### src/rtl/uart_tx_fifo.sv
// uart_tx_fifo: UART transmitter fed by an internal word FIFO.
// Optional feature macro: UART_TX_BREAK_EN (adds i_Break line-break input).

module uart_tx_fifo #(
   parameter int CLKS_PER_BIT = 607,
   parameter int DATA_BITS    = 8,
   parameter int STOP_BITS    = 1,
   parameter int FIFO_DEPTH   = 16
) (
   input  logic                        i_Clock,
   input  logic                        i_Rst,
   input  logic                        i_TX_Valid,
   input  logic [DATA_BITS-1:0]        i_TX_Data,
   output logic                        o_TX_Ready,
   input  logic [1:0]                  i_Parity_Mode,
`ifdef UART_TX_BREAK_EN
   input  logic                        i_Break,
`endif
   output logic                        o_TX_Serial,
   output logic                        o_TX_Active,
   output logic                        o_TX_Done,
   output logic [$clog2(FIFO_DEPTH):0] o_FIFO_Count
);

   localparam int AW        = $clog2(FIFO_DEPTH);
   localparam int CW        = AW + 1;
   localparam int BW        = $clog2(CLKS_PER_BIT) + 1;
   localparam int IW        = $clog2(DATA_BITS);
   localparam int STOP_CLKS = STOP_BITS * CLKS_PER_BIT;

   localparam logic [BW-1:0] BIT_LAST  = BW'(CLKS_PER_BIT - 1);
   localparam logic [BW-1:0] STOP_LAST = BW'(STOP_CLKS - 1);
   localparam logic [BW-1:0] DONE_AT   = BW'(STOP_CLKS - 2);
   localparam logic [IW-1:0] IDX_LAST  = IW'(DATA_BITS - 1);
   localparam logic [CW-1:0] FULL      = CW'(FIFO_DEPTH);

   if (CLKS_PER_BIT < 2 ||
       DATA_BITS < 5 || DATA_BITS > 9 ||
       (STOP_BITS != 1 && STOP_BITS != 2) ||
       FIFO_DEPTH < 2 ||
       (FIFO_DEPTH & (FIFO_DEPTH - 1)) != 0) begin : g_bad_param
      $error("uart_tx_fifo: illegal parameter value");
   end

   typedef enum logic [2:0] {
      S_IDLE,
      S_START,
      S_DATA,
      S_PARITY,
      S_STOP,
      S_BRK,
      S_BRK_REL
   } state_t;

   logic [DATA_BITS-1:0] mem_q [FIFO_DEPTH];
   logic [AW-1:0]        wr_ptr_q;
   logic [AW-1:0]        rd_ptr_q;
   logic [CW-1:0]        count_q;
   logic [CW-1:0]        count_d;
   logic                 ready_q;
   logic                 push;
   logic                 pop;
   logic                 fifo_ne;
   logic [DATA_BITS-1:0] head_w;

   state_t               state_q;
   state_t               state_d;
   logic [BW-1:0]        baud_q;
   logic [BW-1:0]        baud_d;
   logic [IW-1:0]        idx_q;
   logic [IW-1:0]        idx_d;
   logic [DATA_BITS-1:0] shift_q;
   logic [DATA_BITS-1:0] shift_d;
   logic                 par_en_q;
   logic                 par_en_d;
   logic                 par_bit_q;
   logic                 par_bit_d;
   logic                 serial_q;
   logic                 serial_d;
   logic                 active_q;
   logic                 active_d;
   logic                 done_q;
   logic                 done_d;
   logic                 load;
   logic                 bit_end;

   assign push    = i_TX_Valid && ready_q;
   assign pop     = load;
   assign fifo_ne = (count_q != '0);
   assign head_w  = mem_q[rd_ptr_q];

   // FIFO storage: written on every accepted push
   always_ff @(posedge i_Clock) begin
      if (push) begin
         mem_q[wr_ptr_q] <= i_TX_Data;
      end
   end

   // Occupancy after this edge's push and pop
   always_comb begin
      count_d = count_q + CW'(push) - CW'(pop);
   end

   // FIFO pointers, occupancy and registered ready
   always_ff @(posedge i_Clock or negedge i_Rst) begin
      if (!i_Rst) begin
         wr_ptr_q <= '0;
         rd_ptr_q <= '0;
         count_q  <= '0;
         ready_q  <= 1'b1;
      end else begin
         if (push) begin
            wr_ptr_q <= wr_ptr_q + 1'b1;
         end
         if (pop) begin
            rd_ptr_q <= rd_ptr_q + 1'b1;
         end
         count_q <= count_d;
         ready_q <= (count_d != FULL);
      end
   end

   // Frame sequencer: next state, baud timing and line level
   always_comb begin
      state_d   = state_q;
      baud_d    = baud_q;
      idx_d     = idx_q;
      shift_d   = shift_q;
      par_en_d  = par_en_q;
      par_bit_d = par_bit_q;
      serial_d  = serial_q;
      active_d  = active_q;
      done_d    = 1'b0;
      load      = 1'b0;
      bit_end   = (baud_q == BIT_LAST);

      unique case (state_q)
         S_IDLE: begin
            serial_d = 1'b1;
            active_d = 1'b0;
`ifdef UART_TX_BREAK_EN
            if (i_Break) begin
               serial_d = 1'b0;
               active_d = 1'b1;
               baud_d   = '0;
               state_d  = S_BRK;
            end else if (fifo_ne) begin
               load = 1'b1;
            end
`else
            if (fifo_ne) begin
               load = 1'b1;
            end
`endif
         end

         S_START: begin
            if (bit_end) begin
               baud_d   = '0;
               idx_d    = '0;
               serial_d = shift_q[0];
               state_d  = S_DATA;
            end else begin
               baud_d = baud_q + 1'b1;
            end
         end

         S_DATA: begin
            if (bit_end) begin
               baud_d = '0;
               if (idx_q == IDX_LAST) begin
                  if (par_en_q) begin
                     serial_d = par_bit_q;
                     state_d  = S_PARITY;
                  end else begin
                     serial_d = 1'b1;
                     state_d  = S_STOP;
                  end
               end else begin
                  idx_d    = idx_q + 1'b1;
                  shift_d  = shift_q >> 1;
                  serial_d = shift_q[1];
               end
            end else begin
               baud_d = baud_q + 1'b1;
            end
         end

         S_PARITY: begin
            if (bit_end) begin
               baud_d   = '0;
               serial_d = 1'b1;
               state_d  = S_STOP;
            end else begin
               baud_d = baud_q + 1'b1;
            end
         end

         S_STOP: begin
            done_d = (baud_q == DONE_AT);
            if (baud_q == STOP_LAST) begin
               baud_d = '0;
`ifdef UART_TX_BREAK_EN
               if (i_Break) begin
                  serial_d = 1'b0;
                  state_d  = S_BRK;
               end else if (fifo_ne) begin
                  load = 1'b1;
               end else begin
                  active_d = 1'b0;
                  state_d  = S_IDLE;
               end
`else
               if (fifo_ne) begin
                  load = 1'b1;
               end else begin
                  active_d = 1'b0;
                  state_d  = S_IDLE;
               end
`endif
            end else begin
               baud_d = baud_q + 1'b1;
            end
         end

`ifdef UART_TX_BREAK_EN
         S_BRK: begin
            serial_d = 1'b0;
            active_d = 1'b1;
            if (!i_Break) begin
               serial_d = 1'b1;
               baud_d   = '0;
               state_d  = S_BRK_REL;
            end
         end

         S_BRK_REL: begin
            serial_d = 1'b1;
            if (bit_end) begin
               baud_d = '0;
               if (fifo_ne) begin
                  load = 1'b1;
               end else begin
                  active_d = 1'b0;
                  state_d  = S_IDLE;
               end
            end else begin
               baud_d = baud_q + 1'b1;
            end
         end
`endif

         default: begin
            serial_d = 1'b1;
            active_d = 1'b0;
            state_d  = S_IDLE;
         end
      endcase

      if (load) begin
         shift_d   = head_w;
         par_en_d  = (i_Parity_Mode == 2'b01) ||
                     (i_Parity_Mode == 2'b10);
         par_bit_d = (^head_w) ^ (i_Parity_Mode == 2'b10);
         serial_d  = 1'b0;
         active_d  = 1'b1;
         baud_d    = '0;
         state_d   = S_START;
      end
   end

   // Sequencer state and registered line outputs
   always_ff @(posedge i_Clock or negedge i_Rst) begin
      if (!i_Rst) begin
         state_q   <= S_IDLE;
         baud_q    <= '0;
         idx_q     <= '0;
         shift_q   <= '0;
         par_en_q  <= 1'b0;
         par_bit_q <= 1'b0;
         serial_q  <= 1'b1;
         active_q  <= 1'b0;
         done_q    <= 1'b0;
      end else begin
         state_q   <= state_d;
         baud_q    <= baud_d;
         idx_q     <= idx_d;
         shift_q   <= shift_d;
         par_en_q  <= par_en_d;
         par_bit_q <= par_bit_d;
         serial_q  <= serial_d;
         active_q  <= active_d;
         done_q    <= done_d;
      end
   end

   assign o_TX_Ready   = ready_q;
   assign o_TX_Serial  = serial_q;
   assign o_TX_Active  = active_q;
   assign o_TX_Done    = done_q;
   assign o_FIFO_Count = count_q;

endmodule

### config.mk
export PLATFORM = sky130hd
export DESIGN_NAME = uart_tx_fifo
export DESIGN_NICKNAME = d
export VERILOG_FILES = /design/src/rtl/uart_tx_fifo.sv
export SDC_FILE = /design/constraint.sdc
export NUM_CORES = 1
export LEC_CHECK = 0
export ABC_AREA = 1
export CAP_MARGIN = 5
export CORE_MARGIN = 2
export CORE_UTILIZATION = 46
export CTS_CLUSTER_SIZE = 10
export DETAILED_ROUTE_END_ITERATION = 8
export GPL_TIMING_DRIVEN = 1
export MAX_ROUTING_LAYER = met4
export PLACE_DENSITY = 0.72
export SLEW_MARGIN = 40
export SYNTH_ARGS = -nofsm -noshare
export SYNTH_HDL_FRONTEND = slang
export SYNTH_SLANG_ARGS = --single-unit
### constraint.sdc
create_clock -name i_Clock -period 6.9 [get_ports i_Clock]
set_clock_uncertainty 0.05 [all_clocks]
set_input_delay 1.38 -clock i_Clock [delete_from_list [all_inputs] [get_ports i_Clock]]
set_output_delay 1.38 -clock i_Clock [all_outputs]
set_load 0.02 [all_outputs]
Yosys cells after proc, flatten, opt, wreduce, memory -nomap -nowiden
Memories as Yosys holds them, arrays and structs flattened.
Cells that the tools add are included.
{ "classes": {"n_bitwise": 1, "mux": 37, "n_reduce_logical": 16, "n_addsub": 6, "eq_ne": 23} }
{ "ops": {"columns": ["cell", "n"], "rows": [
  ["2-to-1 mux 11 bit", 3],
  ["2-to-1 mux 3 bit", 11],
  ["2-to-1 mux 8 bit", 4],
  ["equality test 11 x 10 -> 1 bit (second input constant)", 2],
  ["inequality test 3 bit (second input constant)", 6],
  ["case mux 3 bit (5 select lines)", 1],
  ["2-to-1 mux 1 bit", 14],
  ["inequality test 2 bit (second input constant)", 6],
  ["adder 11 x 1 -> 11 bit (second input constant)", 1],
  ["adder 4 x 1 -> 4 bit (second input constant)", 2],
  ["AND reduction 4 bit", 2],
  ["nonzero test 2 bit", 4],
  ["parity 8 bit", 1],
  ["AND reduction 7 bit", 1],
  ["equality test 3 x 2 -> 1 bit (second input constant)", 2],
  ["equality test 3 bit (second input constant)", 2],
  ["case mux 3 bit (2 select lines)", 1],
  ["AND reduction 3 bit", 2],
  ["adder 5 x 1 -> 5 bit", 1],
  ["inequality test 5 bit (second input constant)", 1],
  ["nonzero test 5 bit", 1],
  ["subtractor 5 x 1 -> 5 bit", 1],
  ["case mux 1 bit (2 select lines)", 2],
  ["case mux 1 bit (4 select lines)", 1],
  ["11 further kinds", 11]
]} }
{ "word_totals": {"ff_bits": 44, "memories": 1, "mem_bits_rw": 128, "input_bits": 13} }
{ "mem_list": {"columns": ["memory", "words", "width", "read_ports", "rd_ports_with_merged_regs", "wr", "line", "text"], "rows": [
  ["mem_q", 16, 8, 1, 0, 1, "55", "logic [DATA_BITS-1:0] mem_q [FIFO_DEPTH];"]
]} }

Logic depth before layout (Yosys ltp)
{ "depth": {"depth_word": 6, "depth_mapped": 18} }

Worst setup path before layout
Ideal clock, no wire load.
{ "synth_timing": {"path_type": "input to register", "startpoint": "input i_TX_Valid", "endpoint": "register ready_q (netlist: o_TX_Ready)", "n_path_buf": 0, "setup_time_ns": 0.086, "stages": 10, "path_slack_ns": 3.914, "arrival_time_ns": 2.850, "path_cell_list": "nand2_1 -> ha_1 -> inv_1 -> ha_1 -> fa_1 -> a21oi_1 -> nor2_1 -> nor2_1 -> xor2_1 -> nand2_1"} }
{ "synth_between": {"elab_chain_cells": 4} }
{ "synth_lines": {"columns": ["item", "line", "text"], "rows": [
  ["start: declaration", "12", "input logic i_TX_Valid,"],
  ["logical AND 1 bit", "87", "assign push = i_TX_Valid && ready_q;"],
  ["adder 5 x 1 -> 5 bit", "101", "count_d = count_q + CW'(push) - CW'(pop);"],
  ["subtractor 5 x 1 -> 5 bit", "101", null],
  ["named net count_d[4]", "59", "logic [CW-1:0] count_d;"],
  ["inequality test 5 bit", "119", "ready_q <= (count_d != FULL);"],
  ["end signal: assignment", "119", null],
  ["end: declaration", "60", "logic ready_q;"]
]} }
The timed path passes the listed nets, and every way through them passes these cells.
A chain may end at the register's enable or synchronous reset.

Worst setup path in the final report
{ "layout_timing": {"startpoint": "register baud_q[0]", "endpoint": "register ready_q (netlist: o_TX_Ready)"} }
{ "layout_between": {"elab_chain_cells": 5} }
{ "layout_lines": {"columns": ["item", "line", "text"], "rows": [
  ["start: declaration", "68", "logic [BW-1:0] baud_q;"],
  ["start signal: assignment", "286", "baud_q <= baud_d;"],
  ["equality test 11 x 10 -> 1 bit", "201", "if (baud_q == STOP_LAST) begin"],
  ["2-to-1 mux 1 bit", "201", null],
  ["case mux 1 bit (2 select lines)", "137", "unique case (state_q)"],
  ["subtractor 5 x 1 -> 5 bit", "101", null],
  ["named net count_d[4]", "59", null],
  ["inequality test 5 bit", "119", null]
]} }
The timed path passes the listed nets, and every way through them passes these cells.

==> impl_results.md <==
* Status: complete, no violations
* Placed instance count at 994
* Worst hold margin at 0.431 ns
* Via count of the first global-routing pass at 5,121
* Quantity of hold-fixing buffers added after cts at 0
* Antenna diode instance count at 0
* CTS root buf: sky130_fd_sc_hd__clkbuf_16
* Minimum setup slack in the final design at 3.66 ns
* Number of maximum-capacitance violations at 0
* Deepest level of the CTS H-tree at 4
* Synth Cell Area at 0.00791 sq mm
* Number of clock sinks at 172
* Half-perimeter wire length of the detailed placement result at approximately 11,000 um
* Post-synthesis to final-layout area growth at 11.0%
* Drt first pass iters at 5
* VDD IR max at 0.198 mV
* Distinct cell type count of the synthesized netlist at 40
* Post-detailed-routing wire length at 16,600 um
* YS warnings at 0
* Initial Utilization at 0.473
* Required time worst endpoint at a little over 7 ns
* Crit Path Class: flip-flop to flip-flop
* Core ar. at around 0.017 sq mm
* Non-Filler Instances at approximately 1,000
* Final number of hold-violating endpoints at 0
* Total power per unit cell area at roughly 300 mW/mm^2
* Proportion of layout cells with a drive suffix above 1 at 0.0794
* Total clock buffers created by CTS at 17
* Synth Flop Type: sky130_fd_sc_hd__edfxtp_1
* Total leakage power at 3.70 nW
* Slew HR at 0.443
* Later-pin clock latency in the skew report at between 0.4 and 0.5 ns
* Die span in x at 135 um
* Finish-stage setup viols at 0
* Worst EP arrival at 3.54 ns
* Post-Route Setup TNS at 0 ns
* Synthesized netlist cell count at 778
* Average wire length per cell after detail routing at 16.2 um
* Post-CTS Setup Repair Bufs at 0
* IO Count at 22
* Area of the die at roughly 0.018 sq mm
* Setup repair after global routing missed its margin: no
* Final weighted congestion in routability-driven placement at 0.827
* Routed via count at 5,478
* TritonCTS clock tree: done
* Violation count after the first detailed-routing iteration at 608
* Number of nets in the finished design at 824
* Number of slew-limit violations in the final report at 0
* Critical Path Sink Type: flip-flop
* Routed via count divided by cell count at between 5 and 6
* Total of flip-flops plus latches after synthesis at 172
* Antenna-violating nets left at 0
* Total congestion overflow at 0
* Number of antenna violations at the first check in global routing at 0
* Number of nets in the synthesized netlist at 809
* Transition time of the tightest slew-check pin at 0.835 ns
* CTS-repair resized insts at 0
* Final cycle utilization of the critical path at 0.469
* Wire length of the first global-routing pass at 26,500 um
* Pin count of the biggest net entering global routing at 79
* Worst hold path class: flip-flop to flip-flop
* Final critical path time including I/O delays and setup at around 3.2 ns
* Setup slack at placement at 3.27 ns
* Critical path launch point type: flip-flop
* Average size of a mapped cell at 10.2 sq um
* Overall fraction of global-route tracks in use at 0.199
* Die height at 135 um
* DRC violations left at 0
* Share of synthesized flip-flops with an asynchronous set or reset at 0.256
* Commonest cells after routing, fill and taps aside: sky130_fd_sc_hd__nand2_1 (193), sky130_fd_sc_hd__edfxtp_1 (128), sky130_fd_sc_hd__inv_1 (83)
* Seq/Total Area, Yosys at 0.626
* Number of buffers added on ports at 21
* Most common cell after layout, fill and taps aside: sky130_fd_sc_hd__nand2_1
* EDFF count, synth at 128
* Std cell rows at 47
* Top achievable clock speed at about 0.31 GHz
* Number of buffers on the longest clock path at 2
* Maximum net fanout on the critical path at 23
* Clock slew at reported path FFs at 0.07 ns
==> per-stage QoR <==
step | cell area (sq um) | power, mW | utilization
global placement | 8220 | 1.68 | 0.492
floorplan | 7910 | 1.55 | -
detailed placement | 8230 | 1.70 | 0.493
CTS | 8770 | 2.59 | 0.525
global route | 8770 | 2.68 | 0.525
finish | 8770 | 2.57 | 0.525
==> worst max-delay path: stages, from the launching register on <==
cell	delay, ns
sky130_fd_sc_hd__dfrtp_1	0.40
sky130_fd_sc_hd__inv_1	0.09
sky130_fd_sc_hd__ha_1	0.23
sky130_fd_sc_hd__nand4_1	0.11
sky130_fd_sc_hd__inv_2	0.07
sky130_fd_sc_hd__o21ai_4	0.44
sky130_fd_sc_hd__inv_2	0.22
sky130_fd_sc_hd__ha_1	0.32
sky130_fd_sc_hd__inv_1	0.04
sky130_fd_sc_hd__ha_1	0.20
sky130_fd_sc_hd__fa_1	0.41
sky130_fd_sc_hd__a21oi_1	0.14
sky130_fd_sc_hd__nor2_1	0.05
sky130_fd_sc_hd__nor2_1	0.11
sky130_fd_sc_hd__xor2_1	0.19
sky130_fd_sc_hd__nand2_1	0.07
==> path summary, 6_finish.rpt <==
kind,from,endpoint,slack [ns],cells after the start
setup / recovery,baud_q[0],o_TX_Ready,3.66,15
min in group asynchronous,i_Rst,baud_q[7],0.90,1
setup reg to reg,baud_q[0],o_TX_Ready,3.66,15
hold reg to reg,par_bit_q,par_bit_q,0.43,2
hold / removal,par_bit_q,par_bit_q,0.43,2
max in group asynchronous,i_Rst,rd_ptr_q[0],5.49,1
==> registers in the layout (all words and copies together), names as in the netlist <==
signal,cells
o_TX_Active,1
wr_ptr_q,4
o_TX_Ready,1
shift_q,8
idx_q,3
o_TX_Serial,1
mem_q,128
par_en_q,1
par_bit_q,1
rd_ptr_q,4
o_FIFO_Count,5
state_q,3
o_TX_Done,1
baud_q,11
==> cells by family (layout without fill, tap and decap cells) <==
logic type      Yosys count  after routing  share of synthesized area
compound gates           85             85                     0.0635
xor+xnor                 13             13                     0.0144
fa+ha+maj                18             18                     0.0294
buf+inv                 120            148                     0.0668
flops                   172            172                      0.626
simple gates            370            370                      0.200
==> synth_stat cells (all sizes together), types with 2 or more instances <==
cell type | n | area share
clkinv | 2 | 0.00095
dfrtp | 42 | 0.13
a211oi | 3 | 0.0028
xnor2 | 2 | 0.0022
ha | 17 | 0.027
a31oi | 2 | 0.0016
or2 | 2 | 0.0016
nand4 | 7 | 0.0055
nand2 | 200 | 0.098
inv | 92 | 0.044
nor2 | 75 | 0.037
nor4 | 2 | 0.0016
o211ai | 8 | 0.0095
nor3 | 8 | 0.0057
dfstp | 2 | 0.0066
edfxtp | 128 | 0.49
o21ai | 57 | 0.038
a32o | 2 | 0.0025
nand3 | 75 | 0.050
clkbuf | 4 | 0.0019
xor2 | 11 | 0.012
buf | 22 | 0.020
a21oi | 10 | 0.0063
==> power by group <==
| part | switching, mW | total (mW) | internal [mW] |
|---|---|---|---|
| sequential | 0.0490 | 1.29 | 1.24 |
| clock | 0.399 | 0.897 | 0.499 |
| combinational | 0.260 | 0.391 | 0.131 |
| total | 0.708 | 2.57 | 1.87 |
==> routing by layer <==
layer | vias to the layer above | wire (um) | GRT usage
li1 | 2634 | - | -
met1 | 2615 | 7170 | 0.264
met2 | 202 | 7990 | 0.306
met3 | 27 | 1150 | 0.0379
met4 | 0 | 304 | 0.0764
met5 | - | 0 | -
==> final cells by class <==
type	count	area [sq um]
repair buffers	22	215
flip-flops and latches	172	4950
well taps	220	275
inverters	94	357
clock buffers	19	433
multi-input cells	486	2430
clock inverters	13	115
fillers	1455	7930
Note: power is estimated with default switching activity, not from simulation.
